[src/rtl/snax_hwpe_job_regs_pkg.sv]
// Shared definitions for the HWPE job register file.
// Holds the register word offsets, the STATUS bit positions and the job FSM state enum.
package snax_hwpe_job_regs_pkg;

  // Word offsets (byte address >> 2)
  localparam int unsigned RegTrigger = 0;
  localparam int unsigned RegStatus  = 1;
  localparam int unsigned RegClear   = 2;
  localparam int unsigned RegJobBase = 3;

  // STATUS layout
  localparam int unsigned StatusBusyBit    = 0;
  localparam int unsigned StatusPendingBit = 1;
  localparam int unsigned StatusCntLsb     = 16;

  typedef enum logic {
    StIdle,
    StRun
  } state_e;

endpackage

[src/rtl/snax_hwpe_job_regs_job_slot.sv]
// NumJobRegs x 32-bit job register bank with load enable and synchronous clear.
// Ports:
//   clk_i, rst_i : clock, synchronous active-high reset
//   clr_i        : zero the bank (wins over load_i)
//   load_i       : capture data_i
//   data_i       : next bank contents, register k at [32k +: 32]
//   data_o       : current bank contents
module snax_hwpe_job_slot #(
  parameter int unsigned NumJobRegs = 4
) (
  input  logic                      clk_i,
  input  logic                      rst_i,
  input  logic                      clr_i,
  input  logic                      load_i,
  input  logic [32*NumJobRegs-1:0]  data_i,
  output logic [32*NumJobRegs-1:0]  data_o
);

  logic [32*NumJobRegs-1:0] data_d, data_q;

  always_comb begin
    data_d = data_q;
    if (clr_i) begin
      data_d = '0;
    end else if (load_i) begin
      data_d = data_i;
    end
  end

  always_ff @(posedge clk_i) begin
    if (rst_i) begin
      data_q <= '0;
    end else begin
      data_q <= data_d;
    end
  end

  assign data_o = data_q;

endmodule

[src/rtl/snax_hwpe_job_regs.sv]
// Memory-mapped job register file terminating a 32-bit HWPE peripheral port.
// Triple-buffered job registers: shadow (software-visible), pending (queued job) and
// active (driven to the datapath). A start/done handshake sequences jobs.
// Ports:
//   clk_i, rst_i            : clock, synchronous active-high reset
//   periph_*                : peripheral request/grant and 1-cycle read response with ID echo
//   start_o                 : one-cycle pulse, job_o already valid in that cycle
//   job_o                   : active job registers, register k at [32k +: 32]
//   done_i                  : one-cycle job completion pulse
module snax_hwpe_job_regs
  import snax_hwpe_job_regs_pkg::*;
#(
  parameter int unsigned NumJobRegs = 4,
  parameter int unsigned IdWidth    = 5,
  parameter int unsigned CntWidth   = 16
) (
  input  logic                      clk_i,
  input  logic                      rst_i,
  input  logic                      periph_req_i,
  output logic                      periph_gnt_o,
  input  logic [31:0]               periph_add_i,
  input  logic                      periph_wen_i,
  input  logic [3:0]                periph_be_i,
  input  logic [31:0]               periph_data_i,
  input  logic [IdWidth-1:0]        periph_id_i,
  output logic                      periph_r_valid_o,
  output logic [31:0]               periph_r_data_o,
  output logic [IdWidth-1:0]        periph_r_id_o,
  output logic                      start_o,
  output logic [32*NumJobRegs-1:0]  job_o,
  input  logic                      done_i
);

  localparam int unsigned JobW = 32 * NumJobRegs;

  logic [7:0] word_idx;
  logic       is_trigger, is_clear, is_status;
  logic       stall, wr_go, rd_go, trig, clr;

  state_e               state_d, state_q;
  logic                 pending_d, pending_q;
  logic [CntWidth-1:0]  cnt_d, cnt_q;
  logic                 start_d, start_q;
  logic [JobW-1:0]      shadow_d, shadow_q;
  logic [JobW-1:0]      pend_data, act_data, act_src;
  logic                 act_load, act_from_pend, pend_load;
  logic [31:0]          status_w, rdata;
  logic                 r_valid_d, r_valid_q;
  logic [31:0]          r_data_d, r_data_q;
  logic [IdWidth-1:0]   r_id_d, r_id_q;

  // Address bits outside the word index alias onto the same map.
  logic unused_add;
  assign unused_add = ^{periph_add_i[31:10], periph_add_i[1:0]};

  assign word_idx   = periph_add_i[9:2];
  assign is_trigger = (word_idx == 8'(RegTrigger));
  assign is_status  = (word_idx == 8'(RegStatus));
  assign is_clear   = (word_idx == 8'(RegClear));

  // A TRIGGER with the pending slot occupied waits for done_i to free it.
  assign stall        = periph_req_i & ~periph_wen_i & is_trigger & (state_q == StRun) & pending_q;
  assign periph_gnt_o = periph_req_i & ~stall;
  assign wr_go        = periph_gnt_o & ~periph_wen_i;
  assign rd_go        = periph_gnt_o & periph_wen_i;
  assign trig         = wr_go & is_trigger;
  assign clr          = wr_go & is_clear;

  // Job sequencing
  always_comb begin
    state_d       = state_q;
    pending_d     = pending_q;
    cnt_d         = cnt_q;
    start_d       = 1'b0;
    act_load      = 1'b0;
    act_from_pend = 1'b0;
    pend_load     = 1'b0;

    unique case (state_q)
      StIdle: begin
        if (trig) begin
          act_load = 1'b1;
          start_d  = 1'b1;
          state_d  = StRun;
        end
      end
      StRun: begin
        if (done_i) begin
          cnt_d = cnt_q + {{(CntWidth-1){1'b0}}, 1'b1};
        end
        // trig here implies pending_q == 0 (otherwise it would have stalled)
        if (trig) begin
          if (done_i) begin
            // Trigger then done: the new job skips the pending slot.
            act_load = 1'b1;
            start_d  = 1'b1;
          end else begin
            pend_load = 1'b1;
            pending_d = 1'b1;
          end
        end else if (done_i) begin
          if (pending_q) begin
            act_load      = 1'b1;
            act_from_pend = 1'b1;
            pending_d     = 1'b0;
            start_d       = 1'b1;
          end else begin
            state_d = StIdle;
          end
        end
      end
      default: state_d = StIdle;
    endcase

    // Clear wins for the counter; state transitions above already used the old pending flag.
    if (clr) begin
      cnt_d     = '0;
      pending_d = 1'b0;
    end
  end

  // Shadow bank with byte-enable writes
  always_comb begin
    shadow_d = shadow_q;
    if (clr) begin
      shadow_d = '0;
    end else if (wr_go) begin
      for (int unsigned k = 0; k < NumJobRegs; k++) begin
        if (word_idx == 8'(RegJobBase + k)) begin
          for (int unsigned b = 0; b < 4; b++) begin
            if (periph_be_i[b]) begin
              shadow_d[32*k + 8*b +: 8] = periph_data_i[8*b +: 8];
            end
          end
        end
      end
    end
  end

  // Read mux
  always_comb begin
    status_w                   = '0;
    status_w[StatusBusyBit]    = (state_q == StRun);
    status_w[StatusPendingBit] = pending_q;
    status_w[StatusCntLsb +: CntWidth] = cnt_q;

    rdata = '0;
    if (is_status) begin
      rdata = status_w;
    end
    for (int unsigned k = 0; k < NumJobRegs; k++) begin
      if (word_idx == 8'(RegJobBase + k)) begin
        rdata = shadow_q[32*k +: 32];
      end
    end

    r_valid_d = rd_go;
    r_data_d  = rd_go ? rdata : '0;
    r_id_d    = rd_go ? periph_id_i : '0;
  end

  assign act_src = act_from_pend ? pend_data : shadow_q;

  snax_hwpe_job_slot #(
    .NumJobRegs(NumJobRegs)
  ) i_pending (
    .clk_i (clk_i),
    .rst_i (rst_i),
    .clr_i (clr),
    .load_i(pend_load),
    .data_i(shadow_q),
    .data_o(pend_data)
  );

  snax_hwpe_job_slot #(
    .NumJobRegs(NumJobRegs)
  ) i_active (
    .clk_i (clk_i),
    .rst_i (rst_i),
    .clr_i (1'b0),
    .load_i(act_load),
    .data_i(act_src),
    .data_o(act_data)
  );

  always_ff @(posedge clk_i) begin
    if (rst_i) begin
      state_q   <= StIdle;
      pending_q <= 1'b0;
      cnt_q     <= '0;
      start_q   <= 1'b0;
      shadow_q  <= '0;
      r_valid_q <= 1'b0;
      r_data_q  <= '0;
      r_id_q    <= '0;
    end else begin
      state_q   <= state_d;
      pending_q <= pending_d;
      cnt_q     <= cnt_d;
      start_q   <= start_d;
      shadow_q  <= shadow_d;
      r_valid_q <= r_valid_d;
      r_data_q  <= r_data_d;
      r_id_q    <= r_id_d;
    end
  end

  assign start_o          = start_q;
  assign job_o            = act_data;
  assign periph_r_valid_o = r_valid_q;
  assign periph_r_data_o  = r_data_q;
  assign periph_r_id_o    = r_id_q;

endmodule

[config.mk]
export PLATFORM = sky130hd
export DESIGN_NAME = snax_hwpe_job_regs
export DESIGN_NICKNAME = d
export VERILOG_FILES = /design/src/rtl/snax_hwpe_job_regs_pkg.sv /design/src/rtl/snax_hwpe_job_regs_job_slot.sv /design/src/rtl/snax_hwpe_job_regs.sv
export SDC_FILE = /design/constraint.sdc
export NUM_CORES = 1
export LEC_CHECK = 0
export CAP_MARGIN = 40
export CORE_MARGIN = 10
export CORE_UTILIZATION = 54
export DETAILED_ROUTE_END_ITERATION = 8
export GPL_TIMING_DRIVEN = 0
export PLACE_DENSITY = 0.78
export SLEW_MARGIN = 10
export SYNTH_ARGS = -nofsm -noshare
export SYNTH_HDL_FRONTEND = slang
export SYNTH_SLANG_ARGS = --single-unit
[constraint.sdc]
create_clock -name clk_i -period 2.7 [get_ports clk_i]
set_input_delay 0.27 -clock clk_i [delete_from_list [all_inputs] [get_ports clk_i]]
set_output_delay 0.27 -clock clk_i [all_outputs]
set_load 0.1 [all_outputs]
# Word level (Yosys, flattened, before mapping)
# Index checks and enable logic that the tools add are counted.
dict set report classes {
  n_bitwise 13
  add_sub_neg 1
  muxes 23
  reduce_logical 22
  eq_ne 7
}
# op count
set ops {}
lappend ops {{$mux 32} 5}
lappend ops {{$mux 128} 1}
lappend ops {{$reduce_and 3->1} 17}
lappend ops {{$eq 8x3->1 const B} 3}
lappend ops {{$add 16x1->16 const B} 1}
lappend ops {{$eq 8x2->1 const B} 2}
lappend ops {{$mux 1} 15}
lappend ops {{$and 1x1->1} 9}
lappend ops {{$eq 8x1->1 const B} 1}
lappend ops {{$logic_not 8->1} 1}
lappend ops {{$not 1->1} 4}
lappend ops {{$pmux 1 s2} 2}
lappend ops {{$reduce_or 2->1} 2}
lappend ops {{$ne 2x2->1 const B} 1}
lappend ops {{$reduce_and 2->1} 1}
lappend ops {{$reduce_bool 2->1} 1}
dict set report word_totals {
  regBits 441
  wordCells 91
  out_inout_bits 168
}

# Depth between registers and ports, before layout
dict set report logic_depth {
  depth_word 12
  depth_mapped 10
  mapped_depth_nobuf 7
}

# Cells and area by module
# From an unflattened synthesis, not the netlist that was laid out.
dict set report hier_totals {
  cells_unflattened 1750
  area_unflattened_um2 18584.1
}
# module area_each_um2 cells_each n_inst seq_area_each_um2
set by_module_without_submodules {}
lappend by_module_without_submodules {snax_hwpe_job_slot 4687.0 413 2 2562.5}
lappend by_module_without_submodules {snax_hwpe_job_regs 9210.1 924 1 3703.6}

# Least setup slack after synthesis
# OpenSTA, ideal clock, no wires.
dict set report synth_path {
  kind {input-to-output}
  start {input periph_add_i[2]}
  end {output periph_gnt_o}
  cell_stages 5
  slack_ns -0.196
  path_buffers 3
  t_arrival_ns 2.626
  path_cell_list {buf_2 > clkbuf_1 > clkbuf_1 > nor3_1 > a31oi_1}
}
dict set report synth_between {
  elab_chain_cells 6
}
# item line_no
set synth_lines {}
lappend synth_lines {{from (decl)} snax_hwpe_job_regs.sv:21} ;# input logic [31:0] periph_add_i,
lappend synth_lines {{$logic_not 8->1} snax_hwpe_job_regs.sv:57} ;# assign is_trigger = (word_idx == 8'(RegTrigger));
lappend synth_lines {{$and 1x1->1 (3 in series)} snax_hwpe_job_regs.sv:62} ;# assign stall = periph_req_i & ~periph_wen_i & is_trigger & (state_q == StRun) & pending_q;
lappend synth_lines {{$not 1->1} snax_hwpe_job_regs.sv:63} ;# assign periph_gnt_o = periph_req_i & ~stall;
lappend synth_lines {{$and 1x1->1} snax_hwpe_job_regs.sv:63}
lappend synth_lines {{to (decl)} snax_hwpe_job_regs.sv:20} ;# output logic periph_gnt_o,
# Every way passes these cells.

# Worst setup path in the final report
dict set report layout_path {
  start {input periph_add_i[6]}
  end {output periph_gnt_o}
}
# Same word-level chain as after synthesis.

==> reports/results.txt <==
Net Count, Synth: 2084
PortBufs: 217
DRT Pass-1 Iters: 6
Hold/Removal Path Class: in2reg
Post-DP HPWL: 52.3 mm
R2R depth: 6
Nets: 2519
Post-synthesis sequential area ratio: 47.3%
Via density: 6.09
Vias: 17900
Syn-to-layout area delta: 40.0%
Max capacitance violation total: 0
GPL Wtd Cong: 0.976
Placed instance count: 2847
Worst Path Buf+Inv: 5
Crit-path cells: clkdlybuf4s50_1, or4_1, buf_6, nor2_2, clkbuf_8, a31oi_2, dlygate4sd2_1, buf_8
Setup crit end kind: output pin
RSZ-0062 raised after global routing: no
Worst hold slack: 34.0 ps
Die ar.: 42400 sq um
Avg WL per Cell: 23.6 um
Worst-skew pair later-pin latency: 560 ps
DRC: 0
Tmin final: 2660 ps
CTS hold repair buffers: 0
WS Path Type: in2out
Die Y: 206 um
Status: complete, no violations
Chip width: 206 um
Slowest cell on crit path: clkdlybuf4s50_1
Commonest non-fill, non-tap cell in the layout: dfxtp_1
Tot GR Track Use: 31.7%
Hold path start: periph_add_i[5]
Crit Reg-Reg Startpoint: state_q$_SDFF_PP0_
Clk buf depth: 3
Filler cells: 2332
Clock sink total: 441
Startpoint types: primary input
Vias in the first global route: 17500
Tightest Pin Transition: 942 ps
Maximum vdd drop: 485 uV
Routed Antenna Nets: 0
FF+latch count, synth: 441
Power Density: 524 nW/um^2
CTS root buffer: clkbuf_16
Initial Util: 54.3%
Layout cells sized above 1: 14.5%
Hold Path Depth: 2
Total grt overflow: 0
H-tree depth: 2
First-pass GRT wire length: 104 mm
Fmax: 0.376 GHz
Detailed Route Iter0 Violations: 1873
Post-cts sizing count: 15
Family with the most delay on the worst path: buffers and inverters
CTS tree: built
Core area: 34400 sq um
CP max stage delay: 500 ps
Largest net degree at the start of global routing: 20
Worst Path Required: 2430 ps
Postcts setup bufs: 0
Worst slew margin: 37.2%
Row cnt: 68
CTS Buf Count: 46
Initial antenna violation count: 8
Setup violators final: 0
Crit-path max FO: 10
Critical path origin: periph_add_i[6]
Leak pwr: 10.7 nW
Final hold violations: 0
Ports: 246
Max-slew violation count: 0
Distinct cells, synth: 48
Mapped Area: 18700 sq um
DP Area: 24500 sq um
Instance count on the critical path: 8
CP Data Arrival Time: 2390 ps
Detailed Route WL: 69.3 mm
Non-filler cells, final: 2938
Avg Cell Area, Syn: 9.32 sq um
Clk slew on worst S/H paths: 60 ps
Synth warnings: 0
Fin crit share: 98.6%
Syn Inst Count: 2004
Final Skew: 20.9 ps
Leading cell types in the layout, fill and taps excluded: dfxtp_1, nand2_1, mux2i_1
Final Cell Area: 26200 sq um
## synthesized netlist by cell type, drive strengths merged
library cell    n  area share (%)
dfxtp         441              47
nand2         279             5.6
mux2i         275              15
nor2          171             3.9
a21oi         135             3.6
o31ai         133             5.4
nand4b        128             6.0
clkbuf        109             2.2
o21ai          75             2.0
buf            74             2.2
a21o           31             1.2
inv            26            0.52
a32oi          18            0.84
nand4          16            0.54
a31oi          13            0.44
nand3          12            0.32
xnor2          12            0.56
nor4            9            0.42
nor3            8            0.46
and2            7            0.23
nor2b           5            0.17
nand2b          3            0.10
or4             3            0.12
ha              2            0.13
nand3b          2           0.080
nor3b           2           0.080
nor4b           2            0.13
nor4bb          2            0.11
o2111ai         2           0.094
xor2            2           0.094
a2111oi         1            0.15
a22o            1           0.047
and3            1           0.034
and3b           1           0.047
or3             1           0.034
or3b            1           0.047
or4b            1           0.074
## report_power, final
group | switching [W] | internal [W] | total [W]
clock network | 0.00268 | 0.00392 | 0.00660
logic | 0.000400 | 0.000202 | 0.000602
registers | 0.00000211 | 0.00651 | 0.00651
## through the flow
step | power, W | TNS (ps) | utilization, % | worst slack [ps]
after floorplan | 0.00695 | 0 | - | 350
after global placement | 0.00721 | -87910 | 62.3 | -1200
after detailed placement | 0.00723 | -86410 | 71.4 | -788
after CTS | 0.0137 | 0 | 76.0 | 56.5
after global routing | 0.0140 | 0 | 76.1 | 7.50
final | 0.0137 | 0 | 76.1 | 38.5
## state kept, by name, summed over array words and instances (netlist names)
name / cells
periph_r_valid_o: 1
i_pending.data_o: 128
shadow_q: 128
state_q: 1
periph_r_id_o: 5
i_active.data_o: 128
cnt_q: 16
periph_r_data_o: 32
start_o: 1
pending_q: 1
## cells by family (layout without fill, tap and decap cells)
group	after synthesis	count (layout)	share of synthesized area, %
muxes	275	275	14.7
buffers and inverters	209	680	4.88
other	0	8	0
and+or+nand+nor	654	654	18.5
adders and majority gates	2	2	0.134
DFF	441	441	47.3
xor gates and xnor gates	14	14	0.656
AOI/OAI and AO/OA	409	409	13.9
## path summary, 6_finish.rpt
check | slack (ps) | endpoint
worst max-delay path | 40 | periph_gnt_o
worst min-delay path | 30 | periph_r_data_o[5]$_SDFF_PP0_
worst max register to register | 120 | i_active.data_o[111]$_SDFFE_PP0P_
worst min register to register | 450 | i_pending.data_o[43]$_SDFFE_PP0P_
## area by class of cell
cell class	count	area [sq um]	share of cell area (%)
inverter	26	97.6	0.373
antenna	8	20.0	0.0765
clock inverter	17	195	0.746
clock buffer	67	1370	5.25
buffer	182	846	3.23
multi-input combinational	1354	8950	34.2
timing repair buffer	388	5280	20.2
sequential	441	8830	33.8
tap	455	569	2.18
## layer usage
layer | up-vias | share of wire, % | wire [um] | GRT usage, %
met3 | 245 | 8.2 | 5680 | 4.94
met2 | 992 | 48 | 33300 | 53.2
met5 | - | 0.013 | 9 | 0
met1 | 8627 | 38 | 26200 | 38.2
met4 | 2 | 6.0 | 4150 | 17.7
li1 | 8018 | - | - | -
(Power assumes the default switching activity.)
